`config.mk`:
```
export PLATFORM = sky130hd
export DESIGN_NAME = ssd_char_scanner
export DESIGN_NICKNAME = d
export VERILOG_FILES = /design/src/rtl/ssd_char_scanner.sv
export SDC_FILE = /design/constraint.sdc
export NUM_CORES = 1
export LEC_CHECK = 0
export CORE_MARGIN = 2
export CORE_UTILIZATION = 57
export CTS_CLUSTER_DIAMETER = 40
export CTS_CLUSTER_SIZE = 14
export DETAILED_ROUTE_END_ITERATION = 12
export HOLD_SLACK_MARGIN = 0.05
export PLACE_DENSITY = 0.8
export SLEW_MARGIN = 0
export SYNTH_ARGS = -nofsm -noshare
export SYNTH_HDL_FRONTEND = slang
export SYNTH_SLANG_ARGS = --single-unit
export TNS_END_PERCENT = 50
```
`constraint.sdc`:
```
create_clock -name clk -period 2.4 [get_ports clk]
set_input_delay 0.72 -clock clk [delete_from_list [all_inputs] [get_ports clk]]
set_output_delay 0.72 -clock clk [all_outputs]
set_load 0.1 [all_outputs]
```
`src/rtl/ssd_char_scanner.sv`:
```
// ssd_char_scanner
//   Four-character scrolling buffer with a multiplexed seven-segment digit
//   scanner. Printable ASCII scrolls in from the right. Backspace scrolls
//   right. CR and LF blank the display. All other bytes are accepted and
//   dropped. The scanner gives each digit REFRESH_DIV clock cycles. Anodes
//   stay off for the first BLANK_CYCLES cycles of each slot to suppress
//   ghosting.
//
// Parameters
//   REFRESH_DIV  : clock cycles per digit slot (>= 2)
//   BLANK_CYCLES : anode-off cycles at the start of each slot (0..REFRESH_DIV-1)
//
// Ports
//   clk        : clock, rising edge
//   rst        : asynchronous active-high reset
//   clear      : synchronous buffer clear (takes priority over char_valid)
//   char_valid : upstream character strobe
//   char_data  : upstream ASCII byte
//   char_ready : character accept, equal to ~clear
//   ascii_out  : ASCII of the currently selected digit
//   anode      : active-low digit enables, bit 0 = rightmost digit
module ssd_char_scanner #(
  parameter int unsigned REFRESH_DIV  = 50000,
  parameter int unsigned BLANK_CYCLES = 2
) (
  input  logic       clk,
  input  logic       rst,
  input  logic       clear,
  input  logic       char_valid,
  input  logic [7:0] char_data,
  output logic       char_ready,
  output logic [7:0] ascii_out,
  output logic [3:0] anode
);

  localparam int unsigned   CW       = $clog2(REFRESH_DIV);
  localparam logic [CW-1:0] CNT_LAST = CW'(REFRESH_DIV - 1);
  localparam logic [7:0]    SPACE    = 8'h20;

  // char_buf[0] is the rightmost digit, char_buf[3] the leftmost
  logic [3:0][7:0] char_buf;
  logic [CW-1:0]   cnt;
  logic [1:0]      idx;
  logic            blank;

  assign char_ready = ~clear;

  // Character buffer. clear wins over char_valid, which matches char_ready
  // being low in that cycle.
  always_ff @(posedge clk or posedge rst) begin
    if (rst) begin
      char_buf <= {4{SPACE}};
    end else if (clear) begin
      char_buf <= {4{SPACE}};
    end else if (char_valid) begin
      if (char_data >= 8'h20 && char_data <= 8'h7E) begin
        char_buf <= {char_buf[2:0], char_data};
      end else if (char_data == 8'h08) begin
        char_buf <= {SPACE, char_buf[3:1]};
      end else if (char_data == 8'h0D || char_data == 8'h0A) begin
        char_buf <= {4{SPACE}};
      end
    end
  end

  // Slot scanner. It is free running and only rst resets it.
  always_ff @(posedge clk or posedge rst) begin
    if (rst) begin
      cnt <= '0;
      idx <= '0;
    end else if (cnt == CNT_LAST) begin
      cnt <= '0;
      idx <= idx + 2'd1;
    end else begin
      cnt <= cnt + 1'b1;
    end
  end

  // With no blanking there is no comparison against zero to build.
  generate
    if (BLANK_CYCLES == 0) begin : g_no_blank
      assign blank = 1'b0;
    end else begin : g_blank
      assign blank = (cnt < CW'(BLANK_CYCLES));
    end
  endgenerate

  assign anode     = blank ? 4'b1111 : ~(4'b0001 << idx);
  assign ascii_out = char_buf[idx];

endmodule
```
==> results of run 1 <==
-- worst max path at each step --
| stage | start | end | slack [ns] |
|---|---|---|---|
| after floorplan | idx[0]$_DFFE_PP0N_ | anode[2] | -0.14 |
| after global placement | char_data[0] | char_buf[19]$_DFFE_PP0P_ | -0.12 |
| after detailed placement | char_data[0] | char_buf[14]$_DFFE_PP0P_ | -0.22 |
| after CTS | idx[0]$_DFFE_PP0N_ | ascii_out[0] | 0.007 |
| after global routing | cnt[11]$_DFF_PP0_ | anode[3] | -0.04 |
| final | idx[0]$_DFFE_PP0N_ | ascii_out[0] | 0.01 |
-- metal layers --
metal | vias up | track usage [%]
met1 | 1158 | 35.4
met2 | 85 | 43.0
li1 | 1083 | -
met5 | - | 0
met4 | 0 | 8.28
met3 | 14 | 5.49
-- cells in the final DEF, fill, tap and decap left out, drive strengths merged, types with 9 or more instances in the layout --
cell	Yosys	layout
nand2	11	11
a211oi	22	22
dfrtp	46	46
a22oi	20	20
nor2	15	15
clkdlybuf4s50	0	11
xnor2	9	9
buf	5	46
nor3	25	25
-- synthesized netlist by cell type, drive strengths merged, types with 2 or more instances --
master / number / share of area (%)
dfrtp: 46 / 42
nor3: 25 / 4.6
a211oi: 22 / 6.2
a22oi: 20 / 5.5
nor2: 15 / 2.1
clkbuf: 13 / 1.8
nand2: 11 / 1.5
xnor2: 9 / 2.9
and3: 8 / 1.8
inv: 8 / 1.1
mux4: 8 / 6.6
nor4: 8 / 2.4
a31o: 7 / 2.2
nand3: 6 / 1.1
xor2: 6 / 1.9
buf: 5 / 1.4
ha: 5 / 2.3
nand4: 5 / 1.1
dfstp: 4 / 3.8
nor2b: 4 / 0.91
a21oi: 3 / 0.55
a32oi: 2 / 0.64
and4: 2 / 0.64
o221ai: 2 / 0.64
o22ai: 2 / 0.46
-- what timing repair did --
action / CTS / global route
hold buffers: 0 / 0
pin swaps: 1 / 7
setup buffers: 1 / 2
gates resized for setup: 4 / 13
endpoints found under the setup margin: 10 / 9
-- critical path, stage by stage, from the launching register on --
cell and delay, ns:
dfrtp_2 0.47, buf_12 0.15, mux4_2 0.55, buf_12 0.19
-- power by group --
group          internal (uW)  leakage (uW)  total (uW)  switching (uW)
clock                    307     0.0000579         591             284
combinational            122      0.000792         289             167
sequential               869      0.000652         894            25.0
total                   1300       0.00150        1770             476
-- cells by family (layout without fill, tap and decap cells) --
kind of cell / count (synthesis) / in the layout
AOI/OAI and AO/OA: 63 / 63
xor gates and xnor gates: 15 / 15
adders and majority gates: 5 / 5
buffers and inverters: 26 / 73
DFF: 50 / 50
muxes: 9 / 9
and+or+nand+nor: 90 / 90
-- registers in the layout, summed over array words and instances (netlist names) --
| name | cells |
|---|---|
| idx | 2 |
| cnt | 16 |
| char_buf | 32 |
-- stage by stage --
stage / hold slack [ns] / setup slack (ns) / instances / util (%) / cell area, um2
2_1_floorplan: 0.464 / -0.140 / 258 / - / 2740
3_3_place_gp: 0.489 / -0.122 / 348 / 72.1 / 3380
3_5_place_dp: 0.499 / -0.215 / 348 / 72.1 / 3380
4_1_cts: 0.517 / 0.00729 / 357 / 75.0 / 3520
5_1_grt: 0.542 / -0.0390 / 359 / 76.3 / 3580
6_report: 0.517 / 0.0111 / 359 / 76.3 / 3580
-- cell type report --
| class | instances | area, um2 |
|---|---|---|
| clock buffer | 5 | 68.8 |
| clock inverter | 3 | 40.0 |
| fill | 305 | 1110 |
| inverter | 8 | 30.0 |
| multi-input combinational | 182 | 1430 |
| sequential | 50 | 1260 |
| tap | 54 | 67.6 |
| timing repair buffer | 57 | 684 |
==> reports/qor.yml, run 1 <==
met3_wirelength_um: 442
initial_core_util_pct: 58.3
hp-class: "register to register"
dpl.hpwl_mm: 4.43
drc_errors: 0
cts.sink_count: 50
routed-wl-met2_mm: 3.39
vias_per_cell: 6.52
clk_latency_ns: 0.31
slew_viol_final: 0
crit_arrival_ns: 1.67
required_ns: 1.68
drt-pass1-iter-count: 4
finalSetupTns_ns: 0
tightest_slew_ns: 0.468
grt_max_degree: 38
synth_area_um2: 2740
synth_compound_area_share_pct: 17.9
path_clk_slew_ns: 0.09
slew_headroom_pct: 68.5
hold_start: "cnt[0]$_DFF_PP0_"
fmax_mhz: 419
wl_mm: 6.70
reg2reg_depth: 4
synth-seq-area-share_pct: 45.9
cts-buffers-inserted: 5
synth_top_family_by_area: "simple AND/OR/NAND/NOR gates"
overflow: 0
period_needed_ns: 2.39
grtUsageTotal_pct: 26.3
portBuffers: 24
endpoint_kind: "output pin"
async_flop_share_pct: 100
path_class: "register to output pin"
rsz0062_at_grt: "yes"
wire_per_inst_um: 18.7
syn-instance-count: 258
muxShareOfSynthArea_pct: 6.99
final_layout_size_suffix_gt1_share_pct: 29.8
cts_tree: "yes"
cp-start-kind: "register"
h-tree-depth: 2
power_uw: 1770
irDropWorstVdd_mv: 0.373
die_h_um: 73.3
fin_crit_sh_pct: 99.5
drv_cap: 0
syn_area_per_cell_um2: 10.6
min_to: "cnt[0]$_DFF_PP0_"
ff2ff_setup_slack_ns: 0.63
yosys.cell_types.count: 40
clock_skew_ns: 0.00457
synth_edf_count: 0
antenna_found_initial: 0
synthSimpleGateAreaFrac_pct: 17.9
grt_pass1_wl_mm: 10.8
hold_depth: 1
die_w_um: 73.3
r2r-end: "idx[1]$_DFFE_PP0N_"
ys_seq_elements: 50
synth_flop_cell: "dfrtp_1"
synth_nets: 275
gp_congestion: 0.877
synth_fa_ha_area_share_pct: 2.29
synthXorXnorAreaFrac_pct: 4.80
grt_pass1_vias: 2319
rows: 25
crit_path_max_fanout: 5
nNetsFinal: 321
max-clock-path-buffers: 2
core-area_um2: 4690
dr_total_vias: 2340
dieArea_um2: 5370
p_per_area_nw_per_um2: 495
hold_viol_final: 0
n_antenna_cell: 0
drtAntennaViolNets: 0
cts_root_buf: "clkbuf_8"
drt-initial-drc-count: 258
wl_met1_mm: 2.74
top_layer: "met4"
finalSetupViolations: 0
outcome: "complete, no violations"
r2r_start: "cnt[11]$_DFF_PP0_"
io_pins: 25
syn2layout_area_growth_pct: 30.8
synth_warnings: 0
p_leak_uw: 0.00150
No activity file was read; power rests on OpenSTA's default activity.
==> inputs of run 2 (changes only) <==
Settings changed: CORE_MARGIN 2 to default.
==> run 2 against run 1 <==
Against the previous run: the run now ends with DRC, setup timing left; clock skew rose by 0.0053 ns; sequential power hardly changed; critical path depth is 1 higher; routed wire length grew 7.5%; global-route usage up 3.5 points; non-clock buffer count up 3; critical path type unchanged; largest power group unchanged.
==> reports/qor.yml, run 2 (same netlist as run 1, synthesis figures left out) <==
top_regs: "char_buf: 32 flops, cnt: 16 flops, idx: 2 flops"
wl_mm: 7.21  # +7.5%
dpl.hpwl_mm: 4.62  # +4.3%
cts.sink_count: 50  # unchanged
r2r_start: "cnt[10]$_DFF_PP0_"
ff2ff_setup_slack_ns: 0.59  # -0.04 ns
final_cell_mix: "dfrtp_1, buf_4, nor3_1"
grt_max_degree: 34  # -11%
slew_headroom_pct: 67.6  # -0.94 points
cts_root_buf: "clkbuf_8"
p_per_area_nw_per_um2: 472  # -4.8%
rows: 24  # -4.0%
nNetsFinal: 324  # +0.93%
drtAntennaViolNets: 0  # unchanged
h-tree-depth: 2  # unchanged
crit_arrival_ns: 1.77  # +0.10 ns
drv_cap: 0  # unchanged
hold_start: "cnt[0]$_DFF_PP0_"
wire_per_inst_um: 20.0  # +7.2%
core-area_um2: 4470  # -4.6%
fmax_mhz: 402  # -4.0%
largest_reg_flops: 32  # unchanged
pre_cts_ws_ns: -0.296  # -0.0805 ns
dr_total_vias: 2447  # +4.6%
reg2reg_depth: 5  # +1
crit_path_max_fanout: 4  # -1
endpoint_kind: "output pin"
final_cell_count_no_fill: 360  # +0.28%
irDropWorstVdd_mv: 0.501  # +34%
syn2layout_area_growth_pct: 31.3
finalSetupViolations: 4  # +4
path_cells: "nor4_4, nand4_1, nand2_1, buf_12"
max-clock-path-buffers: 2  # unchanged
portBuffers: 24  # unchanged
crit_slowest_cell: "dfrtp_2"
cp-start-kind: "register"
slew_viol_final: 0  # unchanged
violations: "DRC, setup timing"
top_register: "char_buf"
path_clk_slew_ns: 0.08  # about the same
seq_area_um2: 1260  # about the same
cts-buffers-inserted: 5  # unchanged
hold_viol_final: 0  # unchanged
period_needed_ns: 2.49  # +0.0997 ns
vias_per_cell: 6.80  # +4.3%
drt-initial-drc-count: 233  # -9.7%
r2r-end: "idx[1]$_DFFE_PP0N_"
drt-pass1-iter-count: 9  # +5
multi_input_area_um2: 1450  # +1.9%
required_ns: 1.68  # about the same
min_to: "cnt[0]$_DFF_PP0_"
grtUsageTotal_pct: 29.8  # +3.5 points
rsz0062_at_grt: "yes"
outcome: "finished with violations"
dieArea_um2: 5080  # -5.4%
tightest_slew_ns: 0.486  # +0.0178 ns
drc_errors: 3  # +3
hp-class: "register to register"
n_antenna_cell: 0  # unchanged
placed_cells: 345  # -0.86%
max_stage_delay_ns: 0.45  # -0.10 ns
clock_skew_ns: 0.00985  # +0.00528 ns
nFillCells: 271  # -11%
initial_core_util_pct: 61.2  # +2.8 points
path_class: "register to output pin"
final_layout_size_suffix_gt1_share_pct: 32.1  # +2.3 points
gp_congestion: 0.866  # -1.3%
fin_crit_sh_pct: 104  # +4.2 points
die_h_um: 71.3  # -2.7%
cts_tree: "yes"
power_uw: 1690  # -4.5%
overflow: 0  # unchanged
hold_depth: 1  # unchanged
fin_ws_ns: -0.0886  # -0.0997 ns
layout_commonest_cell: "dfrtp_1"
fin_util_pct: 80.3  # +4.0 points
clk_latency_ns: 0.30  # about the same
finalSetupTns_ns: -0.251  # -0.251 ns
io_pins: 25  # unchanged
crit_start: "cnt[3]$_DFF_PP0_"
grt_pass1_wl_mm: 11.5  # +6.4%
die_w_um: 71.3  # -2.7%
antenna_found_initial: 0  # unchanged
p_leak_uw: 0.00153  # +1.7%
grt_pass1_vias: 2327  # +0.34%
run 2: cell types whose count changed in the layout (fill, tap and decap cells not counted), sizes merged:
cell | before | now
buf | 46 | 49
bufinv | 1 | 0
clkbuf | 5 | 7
clkdlybuf4s50 | 11 | 10
clkinv | 2 | 1
dlymetal6s2s | 0 | 1
run 2: repair_timing:
| action | CTS | global route |
|---|---|---|
| resized for setup | 4 | 19 |
| gates cloned | 0 | 0 |
| pin swaps | 5 | 5 |
| setup endpoints to repair | 5 | 32 |
| buffers inserted | 2 | 5 |
| hold buffers | 0 | 0 |
run 2: power by group:
| part | leakage [uW] | switching (uW) | internal, uW |
|---|---|---|---|
| registers | 0.000653 | 24.1 | 869 |
| logic | 0.000826 | 175 | 122 |
| clock network | 0.0000482 | 272 | 233 |
run 2: worst max-delay path, delay by kind of cell (launching register included):
family                 cells  cell delay [ns]
buffers and inverters      1             0.19
flip-flops                 1             0.45
AND/OR/NAND/NOR            3             0.84
run 2: per-stage QoR:
step / hold WS, ns / area, um2
after floorplan: 0.464 / 2740
after detailed placement: 0.495 / 3350
after global routing: 0.560 / 3590
after CTS: 0.529 / 3480
final: 0.532 / 3590
after global placement: 0.480 / 3350
run 2: layout make-up:
| type | instances | share of cell area (%) |
|---|---|---|
| multi-input cells | 182 | 40.5 |
| flip-flops and latches | 50 | 35.1 |
| clock buffers | 7 | 2.40 |
| clock inverters | 1 | 0.139 |
| well taps | 52 | 1.81 |
| inverters | 8 | 0.836 |
| repair buffers | 60 | 19.3 |
run 2: worst max-delay path by stage:
| stage | endpoint | depth (start not counted) |
|---|---|---|
| final | anode[1] | 4 |
| after detailed placement | char_buf[6]$_DFFE_PP0P_ | 6 |
| after CTS | ascii_out[1] | 3 |
| after global routing | anode[1] | 4 |
| after global placement | char_buf[6]$_DFFE_PP0P_ | 6 |
| after floorplan | anode[2] | 4 |
run 2: layer usage:
metal | GRT usage (%) | wire length [um]
met4 | 11.3 | 165
met1 | 42.1 | 3090
met3 | 6.05 | 484
met2 | 46.0 | 3470
met5 | 0 | 0
